### config.mk
export PLATFORM = sky130hd
export DESIGN_NAME = clk_div
export DESIGN_NICKNAME = d
export VERILOG_FILES = /design/src/rtl/clk_pkg.sv /design/src/rtl/clk_div.sv
export SDC_FILE = /design/constraint.sdc
export NUM_CORES = 1
export LEC_CHECK = 0
export ABC_CLOCK_PERIOD_IN_PS = 3150
export BUFFER_PORTS_ARGS = -buffer_cell sky130_fd_sc_hd__buf_4
export CELL_PAD_IN_SITES_DETAIL_PLACEMENT = 0
export CELL_PAD_IN_SITES_GLOBAL_PLACEMENT = 1
export CORE_MARGIN = 1.5
export CORE_UTILIZATION = 40
export DETAILED_ROUTE_END_ITERATION = 10
export GPL_TIMING_DRIVEN = 0
export PLACE_DENSITY = 0.78
export SYNTH_ARGS = -nofsm -noshare
export SYNTH_HDL_FRONTEND = slang
export SYNTH_SLANG_ARGS = --single-unit
### constraint.sdc
create_clock -name clk_i -period 3.15 [get_ports clk_i]
set_clock_uncertainty 0.1 [all_clocks]
set_input_delay 0.1575 -clock clk_i [delete_from_list [all_inputs] [get_ports clk_i]]
set_output_delay 0.1575 -clock clk_i [all_outputs]
set_load 0.02 [all_outputs]
### src/rtl/clk_pkg.sv
// Shared clock-block definitions: divisor limits, the divider state encoding and
// a default divisor type for clock blocks built around an 8-bit divisor.
package clk_pkg;

    localparam int DIV_MIN       = 2;
    localparam int CLK_DIV_WIDTH = 8;

    typedef enum logic {
        IDLE = 1'b0,
        RUN  = 1'b1
    } state_e;

    typedef logic [CLK_DIV_WIDTH-1:0] div_t;

endpackage

### src/rtl/clk_div.sv
// Programmable integer clock divider with a registered, glitch-free output and a
// source-domain tick; divisor and enable changes take effect only at period boundaries.
//
// state | meaning
// IDLE  | clk_o held low, cnt parked at N-1, every edge is a period boundary
// RUN   | cnt walks 0..N-1, clk_o high while cnt < ceil(N/2)
module clk_div
    import clk_pkg::*;
#(
    parameter int DIV_WIDTH = CLK_DIV_WIDTH,
    parameter int RESET_DIV = 2
) (
    input  logic                 clk_i,
    input  logic                 arst_ni,
    input  logic                 en_i,
    input  logic [DIV_WIDTH-1:0] div_i,
    input  logic                 div_valid_i,
    output logic                 div_ready_o,
    output logic                 div_err_o,
    output logic [DIV_WIDTH-1:0] cur_div_o,
    output logic                 clk_o,
    output logic                 tick_o
);

    localparam logic [DIV_WIDTH-1:0] DIV_MIN_W   = DIV_WIDTH'(DIV_MIN);
    localparam logic [DIV_WIDTH-1:0] RESET_DIV_W = DIV_WIDTH'(RESET_DIV);
    localparam logic [DIV_WIDTH-1:0] ONE         = DIV_WIDTH'(1);

    logic                 pending;
    logic [DIV_WIDTH-1:0] pend_div;
    logic                 ready_q;
    logic                 err_q;

    state_e               state, state_nxt;
    logic [DIV_WIDTH-1:0] cnt, cnt_nxt;
    logic [DIV_WIDTH-1:0] cur_div, cur_div_nxt;
    logic                 clk_q, clk_nxt;
    logic                 tick_q, tick_nxt;

    logic [DIV_WIDTH-1:0] half;
    logic                 boundary;
    logic                 xfer;
    logic                 legal;

    // ceil(N/2) without widening: N>>1 plus the dropped LSB
    assign half     = (cur_div >> 1) + {{(DIV_WIDTH-1){1'b0}}, cur_div[0]};
    assign boundary = (state == IDLE) || (cnt == cur_div - ONE);
    assign xfer     = div_valid_i && ready_q;
    assign legal    = (div_i >= DIV_MIN_W);

    // Handshake: ready is registered so it returns one cycle after the applying boundary
    always_ff @(posedge clk_i or negedge arst_ni) begin
        if (!arst_ni) begin
            pending  <= 1'b0;
            pend_div <= RESET_DIV_W;
            ready_q  <= 1'b1;
            err_q    <= 1'b0;
        end else begin
            err_q   <= xfer && !legal;
            ready_q <= !(pending || (xfer && legal));
            if (xfer && legal) begin
                pending  <= 1'b1;
                pend_div <= div_i;
            end else if (boundary) begin
                pending  <= 1'b0;
            end
        end
    end

    always_ff @(posedge clk_i or negedge arst_ni) begin
        if (!arst_ni) begin
            state   <= IDLE;
            cnt     <= RESET_DIV_W - ONE;
            cur_div <= RESET_DIV_W;
            clk_q   <= 1'b0;
            tick_q  <= 1'b0;
        end else begin
            state   <= state_nxt;
            cnt     <= cnt_nxt;
            cur_div <= cur_div_nxt;
            clk_q   <= clk_nxt;
            tick_q  <= tick_nxt;
        end
    end

    always_comb begin
        state_nxt   = state;
        cnt_nxt     = cnt;
        cur_div_nxt = cur_div;
        clk_nxt     = clk_q;
        tick_nxt    = 1'b0;
        if (boundary) begin
            if (pending) begin
                cur_div_nxt = pend_div;
            end
            if (en_i) begin
                state_nxt = RUN;
                cnt_nxt   = '0;
                clk_nxt   = 1'b1;
                tick_nxt  = 1'b1;
            end else begin
                // park at N-1 of the divisor now in effect so the next start is a clean boundary
                state_nxt = IDLE;
                cnt_nxt   = cur_div_nxt - ONE;
                clk_nxt   = 1'b0;
            end
        end else begin
            cnt_nxt = cnt + ONE;
            clk_nxt = (cnt_nxt < half);
        end
    end

    assign div_ready_o = ready_q;
    assign div_err_o   = err_q;
    assign cur_div_o   = cur_div;
    assign clk_o       = clk_q;
    assign tick_o      = tick_q;

endmodule

# [Yosys cells after proc, flatten, opt, wreduce, memory -nomap -nowiden]
# Index checks and enable logic that the tools add are counted.
[totals] ff_bits=30 latchBits=0 ram_bits=0 rom_bits=0 inputBits=12 output_inout_bits=12 word_cells=34 mem_count=0
[op_classes] addsub=4 n_mul=0 div=0 magnitude_cmp=2 eq_ne=1 shifts=0 muxes=9 bitwise_logic=1 reduce_logical=8
[ops] operator="8-bit 2-to-1 mux" count=4
[ops] operator="8-bit by 1-bit subtractor with 8-bit output, second input constant" count=2
[ops] operator="7-bit by 1-bit adder with 8-bit output" count=1
[ops] operator="8-bit by 1-bit adder with 8-bit output, second input constant" count=1
[ops] operator="8-bit == test" count=1
[ops] operator="8-bit by 2-bit greater-or-equal comparator with 1-bit output, second input constant" count=1
[ops] operator="8-bit < comparator" count=1
[ops] operator="1-bit 2-to-1 mux" count=5
[ops] operator="1-bit logical AND" count=3
[ops] operator="1-bit zero test" count=2
[ops] operator="1-bit logical OR" count=2
[ops] operator="2-bit nonzero test" count=1
[ops] operator="1-bit inverter" count=1

# [Longest topological paths before layout]
[depth] word_depth=7 mapped_depth=10 ltp_nobuf=10

# [Worst setup path after synthesis]
# OpenSTA, ideal clock, no wires.
[synth_timing] kind="reg-to-reg" from="register cur_div[0], in the netlist cur_div_o[0]" to="register clk_q, in the netlist clk_o" setup_ps=78 arrival_time_ps=2336 required_ps=2972 setup_slack_ps=636 stages_incl_launch_ff=10 n_path_buf=0 period_less_slack_ps=2514 cell_sequence="dfrtp_1 -> ha_1 -> ha_1 -> and3_1 -> xnor2_1 -> ha_1 -> a21o_1 -> a2111oi_0 -> o21ai_0 -> o21bai_1"
[synth_between] elab_chain_cells=4 word_cells_on_any_way=6 cone_classes="add/sub: 2; order compare: 1; eq/ne: 1; mux: 1; reduce/logical: 1"
[synth_rtl] element="start: declaration" line_no="clk_div.sv:36" text="logic [DIV_WIDTH-1:0] cur_div, cur_div_nxt;"
[synth_rtl] element="start signal: assignment" line_no="clk_div.sv:80" text="cur_div <= cur_div_nxt;"
[synth_rtl] element="branches (longest 3 deep; another with 7-bit by 1-bit adder with 8-bit output)"
[synth_rtl] element="1-bit 2-to-1 mux (*)" line_no="clk_div.sv:92" text="if (boundary) begin"
[synth_rtl] element="net clk_nxt" line_no="clk_div.sv:37" text="logic clk_q, clk_nxt;"
[synth_rtl] element="end signal: assignment" line_no="clk_div.sv:81" text="clk_q <= clk_nxt;"
[synth_rtl] element="end: declaration" line_no="clk_div.sv:37"
# Mark *: on every way through the listed nets, which the timed path passes.
# A chain may end at the register's enable or synchronous reset.

# [Worst setup path in the final report]
# Same ends and word-level chain as after synthesis.

==> results.json <==
{
  "cpPeakStageDelay_ns": 0.48,
  "hold_class": "input pin to register",
  "finalCritPeriodShare_pct": 84.7,
  "crit_fanout": 6,
  "slew_headroom_pct": 41.8,
  "ff_latch_area_um2": 756,
  "ys_top_cells_by_area": "dfrtp_1 (31%), ha_1 (7.2%), xnor2_1 (5.9%)",
  "clock_sinks": 30,
  "start_util_pct": 41.0,
  "r2r_end": "clk_o$_DFF_PN0_",
  "clock_latency_ns": 0.28,
  "wl_um": 4420,
  "htreeDepth": 2,
  "syn_area_mm2": 0.00208,
  "min_from": "div_i[0]",
  "drt_first_pass_iters": 4,
  "cts_setup_buffers": 0,
  "drive_gt1_share_pct": 27.4,
  "max-cap-violations": 0,
  "critical-path-top-delay-family": "compound AO/OA/AOI/OAI gates",
  "area_growth_pct": 17.0,
  "tns_ns": 0,
  "r2r_slack_ns": 0.48,
  "ctsLongestPathBuffers": 2,
  "hold_path_depth": 2,
  "slowest_stage": "dfrtp_1",
  "synth_top_area_share_pct": 31.3,
  "required_ns": 3.25,
  "die_w_um": 75.1,
  "synth-xor-area-share_pct": 12.0,
  "ir_drop_mv": 0.460,
  "r2r-start": "cur_div_o[0]$_DFFE_PN0P_",
  "fillers": 530,
  "outcome": "completed",
  "via_per_inst": 5.13,
  "cts_buffers": 5,
  "start_kind": "register",
  "postSynthNetCount": 227,
  "fin_nets": 257,
  "drtIter0Drc": 55,
  "crit_chain": "ha_1 -> ha_1 -> and3_1 -> xnor2_1 -> ha_1 -> o211ai_1 -> a21oi_1 -> a2111oi_0 -> o21ai_0 -> o21bai_1",
  "grt_start_max_net_pins": 31,
  "track_usage_pct": 18.0,
  "dp_hpwl_um": 3410,
  "ys_seq_area_share_pct": 36.3,
  "post_drt_wl_per_cell_um": 14.5,
  "p_leak_nw": 1.14,
  "grt_pass1_wl_um": 7510,
  "yosysTopAreaCell": "dfrtp_1",
  "core_mm2": 0.00507,
  "ios": 24,
  "vias": 1558,
  "ys_types": 46,
  "chipHeight_um": 75.1,
  "drc": 0,
  "synth_top_family_by_area": "simple AND/OR/NAND/NOR gates",
  "cts-root-buf": "clkbuf_8",
  "final_cell_area_mm2": 0.00243,
  "crit_arrival_ns": 2.77,
  "clk_pin_slew_worst_paths_ns": 0.06,
  "grt_overflow": 0,
  "setup_viol": 0,
  "worstSetupPathType": "register to register",
  "cts_tree": "yes",
  "whs_endpoint": "pend_div[0]$_DFFE_PN0P_",
  "reg2reg_depth": 10,
  "fp.dieArea_mm2": 0.00564,
  "muxShareOfSynthArea_pct": 12.0,
  "first_global_vias": 1555,
  "final_common_cell": "dfrtp_1",
  "synthAdderAreaFrac_pct": 7.22,
  "avgSynthCellArea_um2": 10.2,
  "synth_cells": 203,
  "ant_nets": 0,
  "std_cell_rows": 26,
  "globalplace.congestion": 0.809,
  "crit_buf_inv": 0,
  "port_buffers": 22,
  "synth_seq_cells": 30,
  "multi_input_area_mm2": 0.00123,
  "antenna_cells": 0,
  "setup.worst_path.end_class": "register",
  "grt_antenna_before_repair": 0,
  "yosys_warnings": 0,
  "synth-simple-area-share_pct": 15.9,
  "grt_setup_unrepaired": "false",
  "mostFrequentLayoutCells": "dfrtp_1 (26), buf_4 (23), xnor2_1 (14)",
  "final-hold-violation-count": 0,
  "finalMaxSlewViolations": 0,
  "placed_area_mm2": 0.00233,
  "p_per_area_mw_per_mm2": 1160,
  "cp_common_cell": "ha_1",
  "final.min_clock_period_ns": 2.67,
  "synth-compound-area-share_pct": 12.1,
  "clock.fmax_ghz": 0.375,
  "tightest_slew_ns": 0.873
}
==> area by class of cell <==
class / count / area share (%)
Buffer: 13 / 2.93
Multi-Input combinational cell: 154 / 50.6
Clock inverter: 1 / 0.206
Clock buffer: 7 / 3.55
Sequential cell: 30 / 31.0
Tap cell: 70 / 3.60
Timing Repair Buffer: 23 / 7.19
Inverter: 6 / 0.925
==> worst max-delay path by stage <==
| stage | startpoint | endpoint | slack, ns | depth (start not counted) |
|---|---|---|---|---|
| 5_1_grt | cur_div_o[1]$_DFFE_PN1P_ | clk_o$_DFF_PN0_ | 0.22 | 10 |
| 3_5_place_dp | cur_div_o[0]$_DFFE_PN0P_ | clk_o$_DFF_PN0_ | 0.48 | 10 |
| 3_3_place_gp | cur_div_o[0]$_DFFE_PN0P_ | clk_o$_DFF_PN0_ | 0.45 | 10 |
| 4_1_cts | cur_div_o[0]$_DFFE_PN0P_ | clk_o$_DFF_PN0_ | 0.45 | 10 |
| 2_1_floorplan | cur_div_o[0]$_DFFE_PN0P_ | clk_o$_DFF_PN0_ | 0.64 | 9 |
| 6_report | cur_div_o[0]$_DFFE_PN0P_ | clk_o$_DFF_PN0_ | 0.48 | 10 |
==> sequential cells by signal, summed over array words and instances, names as in the netlist <==
name	flops
tick_o	1
cnt	8
cur_div_o	8
pending	1
div_err_o	1
clk_o	1
pend_div	8
div_ready_o	1
state	1
==> worst reg2reg max path, cell delays in order, from the launching register on <==
cell and delay [ns]:
dfrtp_1 0.48, ha_1 0.30, ha_1 0.22, and3_1 0.21, xnor2_1 0.13, ha_1 0.31
o211ai_1 0.21, a21oi_1 0.08, a2111oi_0 0.27, o21ai_0 0.16, o21bai_1 0.13
==> layer usage <==
| layer | GRT usage [%] | share of wire (%) |
|---|---|---|
| met2 | 29.8 | 48 |
| met4 | 4.85 | 0.41 |
| met3 | 4.02 | 3.0 |
| met5 | 0 | 0 |
| met1 | 23.9 | 48 |
==> metrics by stage <==
step / util, % / hold slack (ns) / instances / power (W) / setup slack (ns)
final: 48.0 / 0.0189 / 304 / 0.00283 / 0.481
after global routing: 48.0 / 0.0171 / 304 / 0.00310 / 0.217
after CTS: 48.0 / 0.0138 / 304 / 0.00286 / 0.447
after detailed placement: 46.0 / 0.00780 / 295 / 0.00253 / 0.479
after global placement: 46.0 / 0.00764 / 295 / 0.00251 / 0.448
after floorplan: - / -0.238 / 203 / 0.00209 / 0.636
==> timing repair <==
item,CTS,global route
endpoints found under the hold margin,26,0
hold buffers,1,0
gates resized for setup,0,0
==> where the power goes <==
part / switching [W] / internal, W / total [W] / leakage (nW)
Sequential: 0.000190 / 0.000577 / 0.000768 / 0.361
Combinational: 0.000906 / 0.000844 / 0.00175 / 0.735
Clock: 0.000138 / 0.000176 / 0.000314 / 0.0482
==> synth_stat cells, drive strengths merged <==
library cell and count:
mux2 13, nor2b 2, buf 12, and3 4, nand2 11, a21oi 4, nand4 3, clkbuf 1
a21o 4, nor3b 3, o21ai 8, nand2b 4, ha 12, xnor3 1, a41oi 1, mux2i 8
xor2 12, o31ai 5, a31o 1, nor2 12, inv 6, o2111ai 1, a2111oi 3, and4b 1
nor3 7, dfstp 4, o211ai 2, xnor2 14, dfrtp 26, a21boi 1, a221oi 1, nand3 7
or2 3, nor4 1, a311o 2, o21bai 1, and3b 1, nand3b 1
==> cells by family (layout without fill, tap and decap cells) <==
family / after synthesis / after routing
buffers and inverters: 19 / 50
AOI/OAI and AO/OA: 34 / 34
adders and majority gates: 12 / 12
and+or+nand+nor: 60 / 60
muxes: 21 / 21
xor gates and xnor gates: 27 / 27
DFF: 30 / 30
Power figures use the tool's default switching activity.
